--- config.mk ---
export PLATFORM = sky130hd
export DESIGN_NAME = spi_bus_sched
export DESIGN_NICKNAME = d
export VERILOG_FILES = /design/src/rtl/spi_bus_pkg.sv /design/src/rtl/spi_shift_engine.sv /design/src/rtl/spi_bus_sched.sv
export SDC_FILE = /design/constraint.sdc
export NUM_CORES = 1
export LEC_CHECK = 0
export BUFFER_PORTS_ARGS = -buffer_cell sky130_fd_sc_hd__buf_4
export CORE_MARGIN = 2
export CORE_UTILIZATION = 60
export CTS_BUF_LIST = sky130_fd_sc_hd__clkbuf_16
export CTS_CLUSTER_DIAMETER = 40
export CTS_CLUSTER_SIZE = 24
export DETAILED_ROUTE_END_ITERATION = 10
export GPL_TIMING_DRIVEN = 0
export HOLD_SLACK_MARGIN = 0.02
export PLACE_DENSITY = 0.86
export SYNTH_ARGS = -nofsm -noshare
export SYNTH_HDL_FRONTEND = slang
export SYNTH_SLANG_ARGS = --single-unit
--- constraint.sdc ---
create_clock -name clk -period 7.5 [get_ports clk]
set_input_delay 0.375 -clock clk [delete_from_list [all_inputs] [get_ports clk]]
set_output_delay 0.375 -clock clk [all_outputs]
set_load 0.005 [all_outputs]
--- src/rtl/spi_bus_pkg.sv ---
// Shared constants and FSM encoding for the peripheral SPI bus scheduler.
package spi_bus_pkg;
  localparam int NCH    = 3;
  localparam int LENW   = 6;
  localparam int MAXLEN = 32;

  localparam logic [1:0] CH_BIAS = 2'd0;
  localparam logic [1:0] CH_7794 = 2'd1;
  localparam logic [1:0] CH_3548 = 2'd2;

  typedef enum logic [2:0] {
    ST_IDLE     = 3'd0,
    ST_SETUP    = 3'd1,
    ST_SHIFT_LO = 3'd2,
    ST_SHIFT_HI = 3'd3,
    ST_HOLD     = 3'd4,
    ST_GAP      = 3'd5
  } state_e;
endpackage

--- src/rtl/spi_shift_engine.sv ---
// Phase timer, bit counter and SDI/SDO shift registers for one SPI transaction.
module spi_shift_engine
  import spi_bus_pkg::*;
#(
  parameter int SCK_DIV = 4,
  parameter int CS_GAP  = 8
) (
  input  logic              clk,
  input  logic              rst_n,
  input  logic              start,
  input  logic [LENW-1:0]   len,
  input  logic [MAXLEN-1:0] wdata,
  input  state_e            st,
  input  logic              sdo,
  output logic              tick,
  output logic              bits_zero,
  output logic              sdi_bit,
  output logic [MAXLEN-1:0] rx_data
);
  localparam int CW = 16;

  logic [CW-1:0]     cnt_q, cnt_d, limit;
  logic [LENW-1:0]   bits_q, bits_d;
  logic [MAXLEN-1:0] tx_q, tx_d, rx_q, rx_d;
  logic              rise;

  // tick marks the last cycle of the current phase; the gap uses its own length.
  assign limit = (st == ST_GAP) ? CW'(CS_GAP - 1) : CW'(SCK_DIV - 1);
  assign tick  = (st != ST_IDLE) && (cnt_q == limit);
  assign rise  = (st == ST_SHIFT_HI) && (cnt_q == '0);

  always_comb begin
    cnt_d  = (st == ST_IDLE || tick) ? '0 : cnt_q + CW'(1);
    bits_d = bits_q;
    tx_d   = tx_q;
    rx_d   = rx_q;
    if (start) begin
      bits_d = len;
      tx_d   = wdata << (LENW'(MAXLEN) - len);
      rx_d   = '0;
    end
    if (rise) begin
      rx_d   = {rx_q[MAXLEN-2:0], sdo};
      bits_d = bits_q - LENW'(1);
    end
    // The last bit is never shifted out so SDI stays put through HOLD.
    if (st == ST_SHIFT_HI && tick && bits_q != '0) tx_d = tx_q << 1;
  end

  always_ff @(posedge clk or negedge rst_n) begin
    if (!rst_n) begin
      cnt_q  <= '0;
      bits_q <= '0;
      tx_q   <= '0;
      rx_q   <= '0;
    end else begin
      cnt_q  <= cnt_d;
      bits_q <= bits_d;
      tx_q   <= tx_d;
      rx_q   <= rx_d;
    end
  end

  assign bits_zero = (bits_q == '0);
  assign sdi_bit   = tx_q[MAXLEN-1];
  assign rx_data   = rx_q;
endmodule

--- src/rtl/spi_bus_sched.sv ---
// Arbitrates three requesters onto the shared SPI bus. Handshake: req is a level held
// until done; grant is one-hot for the transaction; done pulses one cycle with rdata valid.
module spi_bus_sched
  import spi_bus_pkg::*;
#(
  parameter int SCK_DIV = 4,
  parameter int CS_GAP  = 8
) (
  input  logic                   clk,
  input  logic                   rst_n,
  input  logic [NCH-1:0]         req,
  input  logic [NCH*LENW-1:0]    req_len,
  input  logic [NCH*MAXLEN-1:0]  req_wdata,
  output logic [NCH-1:0]         grant,
  output logic [NCH-1:0]         done,
  output logic [MAXLEN-1:0]      rdata,
  output logic                   busy,
  output logic                   SCK,
  output logic                   SDI,
  output logic                   CS_7794,
  output logic                   CS_3548,
  output logic                   CS_BIAS,
  input  logic                   SDO_7794,
  input  logic                   SDO_3548,
  input  logic                   SDO_BIAS,
  output state_e                 dbg_state
);
  state_e            state_q, state_d;
  logic [1:0]        ch_q, ch_d, win;
  logic              zero_q, zero_d, rr_q, rr_d;
  logic [NCH-1:0]    done_q, done_d;
  logic [MAXLEN-1:0] rdata_q, rdata_d, wdata_sel, rx_data;
  logic [LENW-1:0]   len_sel, len_clamp;
  logic              start, tick, bits_zero, sdi_bit, sdo_sel, active, cs_en;

  // rr_q=1 prefers 3548; it flips only when 7794 and 3548 actually contend.
  always_comb begin
    if (req[0])               win = CH_BIAS;
    else if (req[1] && req[2]) win = rr_q ? CH_3548 : CH_7794;
    else if (req[1])          win = CH_7794;
    else                      win = CH_3548;
    case (win)
      CH_7794: begin len_sel = req_len[1*LENW +: LENW]; wdata_sel = req_wdata[1*MAXLEN +: MAXLEN]; end
      CH_3548: begin len_sel = req_len[2*LENW +: LENW]; wdata_sel = req_wdata[2*MAXLEN +: MAXLEN]; end
      default: begin len_sel = req_len[0 +: LENW];      wdata_sel = req_wdata[0 +: MAXLEN]; end
    endcase
    len_clamp = (len_sel > LENW'(MAXLEN)) ? LENW'(MAXLEN) : len_sel;
    // Holding off while done is showing keeps a zero-length requester from being re-granted.
    start = (state_q == ST_IDLE) && (|req) && (done_q == '0);
  end

  always_comb begin
    state_d = state_q;
    case (state_q)
      ST_IDLE:     if (start) state_d = ST_SETUP;
      ST_SETUP:    if (zero_q) state_d = ST_IDLE;
                   else if (tick) state_d = ST_SHIFT_LO;
      ST_SHIFT_LO: if (tick) state_d = ST_SHIFT_HI;
      ST_SHIFT_HI: if (tick) state_d = bits_zero ? ST_HOLD : ST_SHIFT_LO;
      ST_HOLD:     if (tick) state_d = ST_GAP;
      ST_GAP:      if (tick) state_d = ST_IDLE;
      default:     state_d = ST_IDLE;
    endcase
  end

  always_comb begin
    ch_d    = ch_q;
    zero_d  = zero_q;
    rr_d    = rr_q;
    done_d  = '0;
    rdata_d = rdata_q;
    if (start) begin
      ch_d   = win;
      zero_d = (len_clamp == '0);
      if (!req[0] && req[1] && req[2]) rr_d = !rr_q;
    end
    if (state_q == ST_SETUP && zero_q) begin
      done_d  = NCH'(1) << ch_q;
      rdata_d = '0;
    end
    if (state_q == ST_HOLD && tick) begin
      done_d  = NCH'(1) << ch_q;
      rdata_d = rx_data;
    end
  end

  always_ff @(posedge clk or negedge rst_n) begin
    if (!rst_n) begin
      state_q <= ST_IDLE;
      ch_q    <= CH_BIAS;
      zero_q  <= 1'b0;
      rr_q    <= 1'b0;
      done_q  <= '0;
      rdata_q <= '0;
    end else begin
      state_q <= state_d;
      ch_q    <= ch_d;
      zero_q  <= zero_d;
      rr_q    <= rr_d;
      done_q  <= done_d;
      rdata_q <= rdata_d;
    end
  end

  always_comb begin
    active  = (state_q == ST_SETUP) || (state_q == ST_SHIFT_LO) ||
              (state_q == ST_SHIFT_HI) || (state_q == ST_HOLD);
    cs_en   = active && !zero_q;
    grant   = active ? (NCH'(1) << ch_q) : '0;
    CS_BIAS = !(cs_en && ch_q == CH_BIAS);
    CS_7794 = !(cs_en && ch_q == CH_7794);
    CS_3548 = !(cs_en && ch_q == CH_3548);
    SCK     = (state_q != ST_SHIFT_LO);
    SDI     = cs_en && sdi_bit;
    busy    = (state_q != ST_IDLE);
    case (ch_q)
      CH_7794: sdo_sel = SDO_7794;
      CH_3548: sdo_sel = SDO_3548;
      default: sdo_sel = SDO_BIAS;
    endcase
  end

  assign done      = done_q;
  assign rdata     = rdata_q;
  assign dbg_state = state_q;

  spi_shift_engine #(.SCK_DIV(SCK_DIV), .CS_GAP(CS_GAP)) u_engine (
    .clk       (clk),
    .rst_n     (rst_n),
    .start     (start),
    .len       (len_clamp),
    .wdata     (wdata_sel),
    .st        (state_q),
    .sdo       (sdo_sel),
    .tick      (tick),
    .bits_zero (bits_zero),
    .sdi_bit   (sdi_bit),
    .rx_data   (rx_data)
  );
endmodule

==> results of run 1 <==
-- stage by stage --
step                std cells  utilization, %  power (mW)
floorplan                 944               -        2.03
global placement         1288            72.9        2.53
detailed placement       1289            73.1        2.56
CTS                      1322            77.8        3.44
global route             1322            77.8        3.67
finish                   1322            77.8        3.50
-- worst paths after layout --
kind / startpoint / to / slack (ns) / depth (start not counted)
setup reg to reg: rr_q$_DFFE_PN0P_ / u_engine.tx_q[30]$_DFFE_PN0P_ / 2.23 / 18
max in group asynchronous: rst_n / u_engine.tx_q[28]$_DFFE_PN0P_ / 6.31 / 3
hold / removal: req[2] / rr_q$_DFFE_PN0P_ / 0.28 / 3
min in group asynchronous: rst_n / u_engine.bits_q[2]$_DFFE_PN0P_ / 0.41 / 2
hold reg to reg: u_engine.tx_q[4]$_DFFE_PN0P_ / u_engine.tx_q[5]$_DFFE_PN0P_ / 0.49 / 2
setup / recovery: rr_q$_DFFE_PN0P_ / u_engine.tx_q[30]$_DFFE_PN0P_ / 2.23 / 18
-- registers in the layout, summed over array words and instances, names as in the netlist --
name and cells:
zero_q 1, ch_q 2, rr_q 1, done 3, u_engine.rx_data 32, dbg_state 3, u_engine.bits_q 6, u_engine.tx_q 32
u_engine.cnt_q 16, rdata 32
-- layout by cell type (no fill, tap or decap), drive strengths merged, types with 3 or more instances in the layout --
| cell | netlist | layout |
|---|---|---|
| or3 | 3 | 3 |
| nor3 | 17 | 17 |
| nor2 | 62 | 62 |
| inv | 23 | 33 |
| o31a | 3 | 3 |
| and3 | 24 | 24 |
| a21o | 3 | 3 |
| o22ai | 3 | 3 |
| a22o | 35 | 35 |
| o211ai | 19 | 19 |
| mux2i | 59 | 59 |
| xor2 | 11 | 11 |
| nor2b | 4 | 4 |
| o31ai | 4 | 4 |
| nor4 | 9 | 9 |
| or2 | 4 | 4 |
| nand2 | 150 | 150 |
| a211oi | 4 | 4 |
| and2 | 10 | 10 |
| a311oi | 3 | 3 |
| o21a | 5 | 5 |
| buf | 27 | 196 |
| mux4 | 7 | 7 |
| a221o | 19 | 19 |
| ha | 9 | 9 |
| clkbuf | 51 | 68 |
| a22oi | 22 | 22 |
| xnor2 | 6 | 6 |
| a31oi | 7 | 7 |
| mux2 | 17 | 17 |
| o311ai | 3 | 3 |
| nand3 | 29 | 29 |
| a21oi | 30 | 30 |
| o21ai | 100 | 100 |
| nand4 | 10 | 10 |
| dfrtp | 128 | 128 |
-- cell type report --
type,instances,area share [%]
Tap cell,176,2.12
Inverter,23,0.856
Multi-Input combinational cell,715,44.3
Buffer,78,3.35
Clock buffer,17,4.10
Sequential cell,128,30.8
Timing Repair Buffer,170,12.5
Clock inverter,15,1.84
-- logic make-up after synthesis --
kind of cell,count (synthesis),synth area share [%]
AO/OA/AOI/OAI,277,22.9
flip-flops,128,38.9
AND/OR/NAND/NOR,329,18.4
XOR/XNOR,17,1.81
buffers and inverters,101,5.30
multiplexers,83,11.4
adder cells (fa/ha/maj),9,1.37
-- worst max-delay path, stage by stage, from the launching register on --
cell and delay, ns:
sky130_fd_sc_hd__dfrtp_1 0.37, sky130_fd_sc_hd__nand2_1 0.08, sky130_fd_sc_hd__a21o_1 0.21, sky130_fd_sc_hd__ha_1 0.23, sky130_fd_sc_hd__buf_2 0.19, sky130_fd_sc_hd__a221o_1 0.35, sky130_fd_sc_hd__o211a_1 0.17, sky130_fd_sc_hd__inv_4 0.17
sky130_fd_sc_hd__buf_2 0.29, sky130_fd_sc_hd__buf_2 0.31, sky130_fd_sc_hd__ha_1 0.27, sky130_fd_sc_hd__clkbuf_1 0.23, sky130_fd_sc_hd__inv_1 0.16, sky130_fd_sc_hd__clkbuf_1 0.56, sky130_fd_sc_hd__mux2i_1 0.68, sky130_fd_sc_hd__mux2i_1 0.31
sky130_fd_sc_hd__mux2i_1 0.33, sky130_fd_sc_hd__nand2_1 0.11, sky130_fd_sc_hd__a31oi_1 0.16
-- where the power goes --
part | internal (mW) | leakage (nW) | switching [mW]
Clock | 0.508 | 0.298 | 0.359
Sequential | 0.817 | 1.73 | 0.0965
Combinational | 0.649 | 2.85 | 1.07
-- metal layers --
metal / routed length, um / vias to the layer above / global-route usage, %
li1: - / 3840 / -
met1: 10600 / 4083 / 48.8
met2: 12500 / 521 / 58.9
met3: 2530 / 74 / 8.27
met4: 719 / 0 / 13.2
met5: 0 / - / 0
==> summary.txt, run 1 <==
Timing
  – Final number of hold-violating endpoints: 0
  – Number of pins with negative max-slew slack in the final report: 0
  – Relative slew slack: 24.5%
  – Tightest hold margin: between 0.2 and 0.3 ns
  – Final setup margin: 2.23 ns
  – Max Fclk: about 190 MHz
  – Number of failing setup endpoints in the final timing report: 0
  – RSZ-0062 raised after global routing: no
  – Post-route clock skew: around 0.017 ns
  – Period Utilization, post-route: 70.3%
  – Setup TNS: 0 ns
  – Final Critical Period: approximately 5.3 ns
  – Slew of the pin with the lowest slew margin: approximately 1.1 ns

Final layout
  – Area taken by multi-input logic gates: 4600 sq um
  – Final-layout fill cell count: 959
  – Share of post-route cells with drive strength above 1: 22.9%
  – Area delta synth->final: 26.0%
  – Total non-filler cell area in the finished layout: 10400 sq um
  – Nets: 1264
  – Antenna diode count: 0
  – Area taken by flip-flops and latches: between 3000 and 4000 sq um

CTS
  – Clock tree from TritonCTS: yes
  – Number of clock buffers inserted by TritonCTS: 17
  – Count of H-tree levels built during CTS: 4
  – Clock transition at path regs: 0.06 ns
  – Root buffer selected by CTS: sky130_fd_sc_hd__clkbuf_16
  – Clk_lat worst skew: 0.44 ns
  – Post-CTS sizing: 0
  – Maximum clock path buffer count: 2
  – Buffer count from post-CTS setup fixing: 0
  – Number of sinks handled by clock tree synthesis: about 130
  – Cts hold-fix bufs: 1

Route
  – DRC Markers: 0
  – Initial DRC Count: 1277
  – Routed via count divided by cell count: 6.44
  – Post-detailed-routing wire length: 26400 um
  – Post-detailed-route wirelength per cell: 20.0 um
  – Length of the first detailed-routing pass in iterations: 6
  – Via Count: 8518
  – Number of antenna-violating nets in the routed design: 0

Logic synthesis
  – FF+latch count, synth: 128
  – Synth unique cells: 66
  – Count of flip-flops with a built-in enable after synthesis: 0
  – Area share of the largest cell type after synthesis: 38.9%
  – Number of standard cells after synthesis: 944
  – Most common cell in the synthesized netlist: sky130_fd_sc_hd__nand2_1
  – Top cells by area in the synthesized netlist: sky130_fd_sc_hd__dfrtp_1 (39%), sky130_fd_sc_hd__mux2i_1 (7.2%), sky130_fd_sc_hd__nand2_1 (6.8%)
  – Leading cell types by count after synthesis: sky130_fd_sc_hd__nand2_1 (150), sky130_fd_sc_hd__dfrtp_1 (128), sky130_fd_sc_hd__o21ai_0 (95), sky130_fd_sc_hd__nor2_1 (61), sky130_fd_sc_hd__mux2i_1 (59)
  – Share of synthesized area occupied by flip-flops and latches: 38.9%
  – Synthesized netlist net count: 1075
  – Share of synthesized flip-flops with an asynchronous set or reset: 100%
  – Number of warnings printed during yosys synthesis: 0
  – Cell area after synthesis: 8240 sq um
  – Primary FF master, synth: sky130_fd_sc_hd__dfrtp_1
  – Leading area contributor after synthesis: sky130_fd_sc_hd__dfrtp_1
  – Average size of a mapped cell: 8.73 sq um

Setup path
  – CP max FO: 10
  – Data arrival time of the worst path: 5.61 ns
  – Critical Path RT: 7.84 ns
  – Worst setup SP type: register
  – Type of the worst setup path: register to register
  – Worst setup EP type: register

GRT
  – Pin count of the biggest net entering global routing: 93
  – Via count of the first global-routing pass: 8263
  – Total global routing track utilization: a little over a third
  – First-pass GRT wire length: around 42000 um
  – Number of antenna violations at the first check in global routing: 0
  – GRT overflow: 0

Floorplan
  – Number of primary I/O pins: 169
  – Core Box Area: 13300 sq um
  – Total die area: between 10000 and 15000 sq um
  – Width of the die: 121 um
  – DIE HEIGHT: 121 um
  – Std-Cell Rows: 42
  – Initial Util: 61.8%

Power and ir drop
  – Total leakage power: 4.88 nW
  – Worst voltage drop across the vdd grid: between 200 and 250 uV
  – Power density cells: 337 nW/um^2

Place
  – Placed wire-length estimate: 19300 um
  – Buffers on Ports: 168
  – Global placer's final weighted congestion: 1.02
  – Post-DP Area: approximately 9800 sq um
  – Worst setup timing slack at the placement stage: 2.34 ns

Flow run
  – Max-cap check violation count: 0

Outcome
  – Status: complete, no violations

Min path
  – Hold Crit Class: input pin to register
(Power assumes the default switching activity.)
==> run 2: changes to the inputs <==
- CORE_UTILIZATION: 60 -> 51
- PLACE_DENSITY: 0.86 -> 0.78
- clock period: 7.5 -> 4.6 ns (I/O delays scaled with it)
==> run 2 against run 1 <==
Combinational power rose by 63%. Register-to-register slack got worse by 2.0 ns. Maximum frequency grew 20%.
==> summary.txt, run 2 (same netlist as run 1, synthesis figures left out) <==
Floorplan
  – DIE HEIGHT: 131 um (+8.2%)
  – Initial Util: 52.1% (-9.7 points)
  – Core Box Area: 15800 sq um (+19%)
  – Width of the die: 131 um (+8.2%)
  – Total die area: 17200 sq um (+17%)
  – Number of primary I/O pins: 169 (unchanged)
  – Std-Cell Rows: 46 (+9.5%)

Final layout
  – Most used cells in the layout excluding fill and tap cells: sky130_fd_sc_hd__buf_4 (175), sky130_fd_sc_hd__nand2_1 (150), sky130_fd_sc_hd__dfrtp_1 (128)
  – Most frequent standard cell in the layout excluding fill and tap cells: sky130_fd_sc_hd__buf_4
  – Antenna diode count: 0 (unchanged)
  – Non-filler instance count after layout: 1362 (+3.0%)
  – Share of post-route cells with drive strength above 1: 24.5% (+1.7 points)
  – Nets: 1264 (unchanged)
  – Total non-filler cell area in the finished layout: 10500 sq um (+0.94%)
  – Area delta synth->final: 27.1%

Timing
  – Number of failing setup endpoints in the final timing report: 0 (unchanged)
  – Slew of the pin with the lowest slew margin: 0.895 ns (-0.227 ns)
  – Max Fclk: 227 MHz (+20%)
  – Relative slew slack: 40.2% (+16 points)
  – Period Utilization, post-route: 95.6% (+25 points)
  – Final number of hold-violating endpoints: 0 (unchanged)
  – RSZ-0062 raised after global routing: no
  – Post-route clock skew: 0.0110 ns (-0.00547 ns)
  – Setup TNS: 0 ns (unchanged)
  – Final Critical Period: 4.40 ns (-0.870 ns)
  – Number of pins with negative max-slew slack in the final report: 0 (unchanged)
  – Final setup margin: 0.200 ns (-2.03 ns)

Power and ir drop
  – PnR Total Power: 5.57 mW (+59%)
  – Internal power consumption: 3.15 mW (+59%)
  – Worst voltage drop across the vdd grid: 275 uV (+24%)
  – Power density cells: 532 nW/um^2 (+58%)
  – Switching power of the nets: 2.43 mW (+59%)
  – Switching power share of the total: 43.6% (about the same)
  – Sequential share of power: 26.6% (+0.5 points)
  – Portion of total power attributed to combinational logic: 50.4% (+1.3 points)
  – Share of total power in the clock network: 22.9% (-1.9 points)
  – Total leakage power: 4.88 nW (about the same)

Setup path
  – Worst reg2reg startpoint: rr_q$_DFFE_PN0P_
  – Worst R2R Path Depth: 18 (unchanged)
  – Reg-to-reg endpoint: u_engine.tx_q[29]$_DFFE_PN0P_
  – Critical Path RT: 4.91 ns (-2.93 ns)
  – Data arrival time of the worst path: 4.71 ns (-0.90 ns)
  – Worst setup EP type: register
  – Type of the worst setup path: register to register
  – CP max FO: 10 (unchanged)
  – Slack of the worst reg-to-reg path: 0.20 ns (-2.03 ns)
  – Worst setup SP type: register

GRT
  – Pin count of the biggest net entering global routing: 71 (-24%)
  – GRT overflow: 0 (unchanged)
  – First-pass GRT wire length: 41300 um (-1.5%)
  – Via count of the first global-routing pass: 8126 (-1.7%)
  – Total global routing track utilization: 29.4% (-7.3 points)
  – Number of antenna violations at the first check in global routing: 0 (unchanged)

CTS
  – Clock transition at path regs: 0.07 ns (about the same)
  – Number of sinks handled by clock tree synthesis: 128 (unchanged)
  – Maximum clock path buffer count: 2 (unchanged)
  – Root buffer selected by CTS: sky130_fd_sc_hd__clkbuf_16
  – Clk_lat worst skew: 0.42 ns (-0.02 ns)
  – Clock tree from TritonCTS: yes
  – Number of clock buffers inserted by TritonCTS: 17 (unchanged)
  – Count of H-tree levels built during CTS: 4 (unchanged)

Place
  – Post-DP Area: 9810 sq um (+0.51%)
  – Global placer's final weighted congestion: 0.978 (-4.5%)
  – Buffers on Ports: 168 (unchanged)
  – Worst setup timing slack at the placement stage: -0.465 ns (-2.80 ns)
  – Cells after DPL: 1329 (+3.1%)
  – Placed wire-length estimate: 18700 um (-3.2%)

Route
  – DRC Markers: 0 (unchanged)
  – Length of the first detailed-routing pass in iterations: 6 (unchanged)
  – Post-detailed-route wirelength per cell: 18.5 um (-7.6%)
  – Initial DRC Count: 701 (-45%)
  – Post-detailed-routing wire length: 25100 um (-4.8%)
  – Via Count: 8333 (-2.2%)
  – Routed via count divided by cell count: 6.12 (-5.0%)
  – Number of antenna-violating nets in the routed design: 0 (unchanged)

Min path
  – Hold Crit Class: input pin to register
  – Cell depth of the worst hold path: 3 (unchanged)
  – Endpoint, Worst Hold: rr_q$_DFFE_PN0P_
  – Start point of the worst min-delay path: req[2]

Flow run
  – Max-cap check violation count: 0 (unchanged)

Outcome
  – Status: complete, no violations
run 2: cell count changes in the layout (fill, tap and decap cells not counted), moves of 3 or more:
cell / change
sky130_fd_sc_hd__buf_4: +3
sky130_fd_sc_hd__clkbuf_1: -7
sky130_fd_sc_hd__clkbuf_2: +4
sky130_fd_sc_hd__mux2i_1: -5
sky130_fd_sc_hd__mux2i_2: +4
run 2: layer usage:
| layer | vias up | track usage, % | part of all wire (%) |
|---|---|---|---|
| met5 | - | 0 | 0 |
| met4 | 0 | 12.3 | 3.7 |
| met3 | 74 | 5.32 | 6.9 |
| met2 | 432 | 50.1 | 49 |
| met1 | 3991 | 36.8 | 40 |
| li1 | 3836 | - | - |
run 2: worst max path at each step:
stage                           startpoint                            end  slack, ns
after CTS                 rr_q$_DFFE_PN0P_  u_engine.tx_q[25]$_DFFE_PN0P_      0.008
final                     rr_q$_DFFE_PN0P_  u_engine.tx_q[29]$_DFFE_PN0P_       0.20
after detailed placement  rr_q$_DFFE_PN0P_  u_engine.tx_q[29]$_DFFE_PN0P_      -0.47
after global placement              req[1]  u_engine.tx_q[30]$_DFFE_PN0P_      -0.49
after floorplan           rr_q$_DFFE_PN0P_  u_engine.tx_q[29]$_DFFE_PN0P_       0.49
after global routing      rr_q$_DFFE_PN0P_  u_engine.tx_q[29]$_DFFE_PN0P_       0.03
run 2: area by class of cell:
cell class / count / area [sq um]
buffer: 77 / 362
sequential: 128 / 3200
timing repair buffer: 171 / 1310
clock buffer: 17 / 425
clock inverter: 15 / 143
tap: 216 / 270
inverter: 23 / 88.8
multi-input combinational: 715 / 4680
fill: 1314 / 5350
run 2: critical path: stages (launching register included):
cell and delay [ns]:
sky130_fd_sc_hd__dfrtp_1 0.36, sky130_fd_sc_hd__nand2_1 0.08, sky130_fd_sc_hd__a21o_1 0.22, sky130_fd_sc_hd__ha_1 0.26
sky130_fd_sc_hd__clkbuf_4 0.21, sky130_fd_sc_hd__a221o_1 0.35, sky130_fd_sc_hd__o211a_1 0.16, sky130_fd_sc_hd__inv_4 0.16
sky130_fd_sc_hd__buf_4 0.23, sky130_fd_sc_hd__buf_4 0.22, sky130_fd_sc_hd__ha_2 0.25, sky130_fd_sc_hd__and3_1 0.16
sky130_fd_sc_hd__a32oi_1 0.08, sky130_fd_sc_hd__o211ai_2 0.13, sky130_fd_sc_hd__mux2_2 0.36, sky130_fd_sc_hd__mux4_2 0.52
sky130_fd_sc_hd__nor2_1 0.11, sky130_fd_sc_hd__a21oi_1 0.07, sky130_fd_sc_hd__a311o_1 0.37
run 2: power by group through the flow:
stage / clock [mW] / sequential, mW / combinational, mW
2_1_floorplan: 0 / 1.45 / 1.86
3_3_place_gp: 0 / 1.48 / 2.64
3_5_place_dp: 0 / 1.49 / 2.67
4_1_cts: 1.29 / 1.48 / 2.72
5_1_grt: 1.35 / 1.51 / 3.06
6_report: 1.28 / 1.48 / 2.81
run 2: metrics by stage:
step / utilization, % / hold slack (ns)
after global routing: 66.2 / 0.134
after global placement: 61.8 / 0.463
after detailed placement: 62.0 / 0.267
after CTS: 65.8 / 0.129
final: 66.2 / 0.131
after floorplan: - / -0.0656
run 2: timing repair:
| action | 4_1_cts | 5_1_grt |
|---|---|---|
| endpoints found under the setup margin | 23 | 20 |
| buffers inserted | 0 | 1 |
| resized for setup | 11 | 19 |
| hold buffers | 1 | 0 |
| endpoints found under the hold margin | 69 | 0 |
| pin swaps | 0 | 2 |
==> run 3: changes to the inputs <==
- ABC_AREA: not set -> 1
- CTS_CLUSTER_SIZE: 24 -> 12
- RECOVER_POWER: not set -> 25
==> run 3 against run 2 <==
The flow now finishes with violations (max-capacitance violations, max-slew violations). Synthesized cell count increased by 29%. Clock power grew 16%. Die area increased by 0.56%. Via count up 5.4%. Clock skew about the same. Worst setup slack gained 0.21 ns. Cell area is 0.26% higher. Sequential share of layout area decreased by 0.080 points. Non-clock buffer count is 19 lower. Hold slack better by 0.042 ns. Critical path depth is 3 higher.
==> summary.txt, run 3 <==
Outcome
  – Status: complete, but fails checks
  – Failing checks: max-capacitance violations, max-slew violations

Power and ir drop
  – Worst voltage drop across the vdd grid: 362 uV (+32%)
  – Power density cells: 580 nW/um^2 (+9.1%)
  – Total leakage power: 5.48 nW (+12%)

Route
  – Routed via count divided by cell count: 5.36 (-12%)
  – Number of antenna-violating nets in the routed design: 0 (unchanged)
  – Post-detailed-routing wire length: 24200 um (-3.8%)
  – DRC Markers: 0 (unchanged)
  – Length of the first detailed-routing pass in iterations: 5 (-1)
  – Via Count: 8787 (+5.4%)
  – Initial DRC Count: 664 (-5.3%)
  – Post-detailed-route wirelength per cell: 14.8 um (-20%)

Setup path
  – Reg-to-reg endpoint: u_engine.tx_q[24]$_DFFE_PN0P_
  – Most common cell type on the critical path: sky130_fd_sc_hd__nand2_1
  – Worst setup SP type: register
  – Slowest Stage Delay on Critical Path: 0.45 ns (-0.07 ns)
  – Worst R2R Path Depth: 21 (+3)
  – Worst reg2reg startpoint: rr_q$_DFFE_PN0P_
  – List of cells traversed by the critical path: nand2_1, a21oi_1, inv_1, ha_1, inv_2, buf_6, a21boi_4, nand2_1, buf_2, ha_1, clkbuf_1, clkbuf_1, nand3_1, nand3_1, nand2_1, nand2_1, nand2_1, nand2_1, nand3_1, nand2_1, inv_1
  – Critical path buffer and inverter count: 7 (+3)
  – Data arrival time of the worst path: 4.51 ns (-0.20 ns)
  – Kind of cell adding the most delay to the critical path: buffers and inverters
  – Highest-delay cell along the critical path: sky130_fd_sc_hd__clkbuf_1
  – Worst setup EP type: register
  – Critical Path RT: 4.92 ns (about the same)
  – Type of the worst setup path: register to register
  – CP max FO: 10 (unchanged)
  – Slack of the worst reg-to-reg path: 0.41 ns (+0.21 ns)

CTS
  – Number of clock buffers inserted by TritonCTS: 17 (unchanged)
  – Clock tree from TritonCTS: yes
  – Clock transition at path regs: 0.06 ns (about the same)
  – Number of sinks handled by clock tree synthesis: 128 (unchanged)
  – Root buffer selected by CTS: sky130_fd_sc_hd__clkbuf_16
  – Clk_lat worst skew: 0.42 ns (about the same)
  – Maximum clock path buffer count: 2 (unchanged)
  – Count of H-tree levels built during CTS: 4 (unchanged)
  – Buffer count from post-CTS setup fixing: 0 (unchanged)

GRT
  – First-pass GRT wire length: 40900 um (-1.0%)
  – Pin count of the biggest net entering global routing: 71 (unchanged)
  – Via count of the first global-routing pass: 8776 (+8.0%)
  – GRT overflow: 0 (unchanged)
  – Total global routing track utilization: 28.6% (-0.75 points)
  – Number of antenna violations at the first check in global routing: 0 (unchanged)

Logic synthesis
  – Number of standard cells after synthesis: 1220 (+29%)
  – Average size of a mapped cell: 6.80 sq um (-22%)
  – Primary FF master, synth: sky130_fd_sc_hd__dfrtp_1
  – Most common cell in the synthesized netlist: sky130_fd_sc_hd__nand2_1
  – FF+latch count, synth: 128 (unchanged)
  – Synthesized netlist net count: 1351 (+26%)
  – Area share of the largest cell type after synthesis: 38.6% (-0.22 points)
  – Synth unique cells: 46 (-30%)
  – Cell area after synthesis: 8290 sq um (+0.58%)
  – Count of flip-flops with a built-in enable after synthesis: 0 (unchanged)
  – Share of synthesized area occupied by flip-flops and latches: 38.6% (-0.22 points)
  – Leading cell types by count after synthesis: sky130_fd_sc_hd__nand2_1 (386), sky130_fd_sc_hd__nand3_1 (179), sky130_fd_sc_hd__inv_1 (171), sky130_fd_sc_hd__dfrtp_1 (128), sky130_fd_sc_hd__o21ai_0 (77)
  – Number of warnings printed during yosys synthesis: 0 (unchanged)
  – Leading area contributor after synthesis: sky130_fd_sc_hd__dfrtp_1
  – Share of synthesized flip-flops with an asynchronous set or reset: 100% (unchanged)
  – Top cells by area in the synthesized netlist: sky130_fd_sc_hd__dfrtp_1 (39%), sky130_fd_sc_hd__nand2_1 (17%), sky130_fd_sc_hd__nand3_1 (11%)

Place
  – Global placer's final weighted congestion: 0.958 (-2.1%)
  – Buffers on Ports: 168 (unchanged)
  – Placed wire-length estimate: 18100 um (-3.4%)
  – Cells after DPL: 1605 (+21%)
  – Worst setup timing slack at the placement stage: 0.440 ns (+0.905 ns)

Timing
  – Post-route clock skew: 0.0112 ns (+0.000205 ns)
  – Final Critical Period: 4.19 ns (-0.208 ns)
  – Period Utilization, post-route: 91.1% (-4.5 points)
  – RSZ-0062 raised after global routing: no
  – Number of pins with negative max-slew slack in the final report: 70 (+70)
  – Final setup margin: 0.408 ns (+0.208 ns)
  – Final number of hold-violating endpoints: 0 (unchanged)
  – Relative slew slack: -110% (-150 points)
  – Slew of the pin with the lowest slew margin: 3.16 ns (+2.26 ns)
  – Max Fclk: 239 MHz (+5.0%)
  – Setup TNS: 0 ns (unchanged)
  – Number of failing setup endpoints in the final timing report: 0 (unchanged)

Floorplan
  – DIE HEIGHT: 132 um (+0.28%)
  – Width of the die: 132 um (+0.28%)
  – Std-Cell Rows: 46 (unchanged)
  – Initial Util: 52.2% (+0.11 points)
  – Number of primary I/O pins: 169 (unchanged)
  – Core Box Area: 15900 sq um (+0.36%)
  – Total die area: 17300 sq um (+0.56%)

Min path
  – Cell depth of the worst hold path: 3 (unchanged)
  – Start point of the worst min-delay path: SDO_BIAS
  – Hold Crit Class: input pin to register
  – Endpoint, Worst Hold: u_engine.rx_data[0]$_DFFE_PN0P_

Final layout
  – Nets: 1540 (+22%)
  – Share of post-route cells with drive strength above 1: 18.5% (-6.0 points)
  – Most used cells in the layout excluding fill and tap cells: sky130_fd_sc_hd__nand2_1 (386), sky130_fd_sc_hd__nand3_1 (179), sky130_fd_sc_hd__inv_1 (171)
  – Most frequent standard cell in the layout excluding fill and tap cells: sky130_fd_sc_hd__nand2_1
  – Layout Utilization: 66.2% (-0.067 points)
  – Non-filler instance count after layout: 1638 (+20%)
  – Area delta synth->final: 26.7%
  – Antenna diode count: 0 (unchanged)

Flow run
  – Max-cap check violation count: 1 (+1)
[run 3: changes by cell type after synthesis, moves of 27 or more]
| cell | change |
|---|---|
| sky130_fd_sc_hd__a22o_1 | -35 |
| sky130_fd_sc_hd__inv_1 | +149 |
| sky130_fd_sc_hd__nand2_1 | +236 |
| sky130_fd_sc_hd__nand3_1 | +150 |
| sky130_fd_sc_hd__clkbuf_1 | -27 |
| sky130_fd_sc_hd__o22ai_1 | +56 |
| sky130_fd_sc_hd__mux2i_1 | -59 |
[run 3: area by class of cell]
type	count	area (sq um)
plain buffers	59	284
clock buffers	17	425
clock inverters	15	220
fillers	1432	5380
inverters	180	678
multi-input cells	853	4130
flip-flops and latches	128	3200
well taps	216	270
repair buffers	170	1300
[run 3: power by group]
group	total (mW)	switching, mW	internal (mW)
registers	1.40	0.0876	1.32
logic	3.21	2.12	1.09
clock network	1.48	0.553	0.926
total	6.10	2.76	3.34
[run 3: worst min-delay path: stages]
cell	delay, ns
sky130_fd_sc_hd__buf_4	0.07
sky130_fd_sc_hd__o21ai_0	0.07
sky130_fd_sc_hd__o22ai_1	0.16
[run 3: per-layer routing]
layer | track usage, % | vias up | wire (um)
li1 | - | 4321 | -
met1 | 35.3 | 4124 | 10100
met2 | 50.9 | 279 | 12200
met3 | 4.82 | 63 | 1220
met4 | 9.24 | 0 | 631
met5 | 0 | - | 0
[run 3: worst max-delay path by stage]
| stage | endpoint | slack, ns | start | cells past startpoint |
|---|---|---|---|---|
| after floorplan | u_engine.tx_q[12]$_DFFE_PN0P_ | 1.37 | rr_q$_DFFE_PN0P_ | 18 |
| after global placement | u_engine.tx_q[29]$_DFFE_PN0P_ | 0.48 | rr_q$_DFFE_PN0P_ | 19 |
| after detailed placement | u_engine.tx_q[28]$_DFFE_PN0P_ | 0.44 | rr_q$_DFFE_PN0P_ | 19 |
| after CTS | u_engine.tx_q[28]$_DFFE_PN0P_ | 0.38 | rr_q$_DFFE_PN0P_ | 19 |
| after global routing | u_engine.tx_q[24]$_DFFE_PN0P_ | 0.02 | rr_q$_DFFE_PN0P_ | 21 |
| final | u_engine.tx_q[24]$_DFFE_PN0P_ | 0.41 | rr_q$_DFFE_PN0P_ | 21 |
[run 3: stage by stage]
| step | hold slack (ns) | instance area [sq um] | power [mW] |
|---|---|---|---|
| after global routing | 0.204 | 10500 | 6.60 |
| after CTS | 0.169 | 10500 | 6.06 |
| after floorplan | -0.0656 | 8290 | 3.68 |
| after detailed placement | 0.277 | 9850 | 4.55 |
| after global placement | 0.467 | 9820 | 4.50 |
| final | 0.173 | 10500 | 6.10 |
[run 3: repair_timing]
item,in CTS,in global routing
hold endpoints to repair,69,0
hold buffers,1,0
resized for setup,0,1
endpoints found under the setup margin,0,4
[run 3: cell families (layout without fill, tap and decap cells)]
group	Yosys count	in the layout	share of synthesized area [%]
xor gates and xnor gates	4	4	0.423
and+or+nand+nor	654	654	34.7
DFF	128	128	38.6
AOI/OAI and AO/OA	186	186	13.3
buffers and inverters	239	441	11.6
adders and majority gates	9	9	1.36
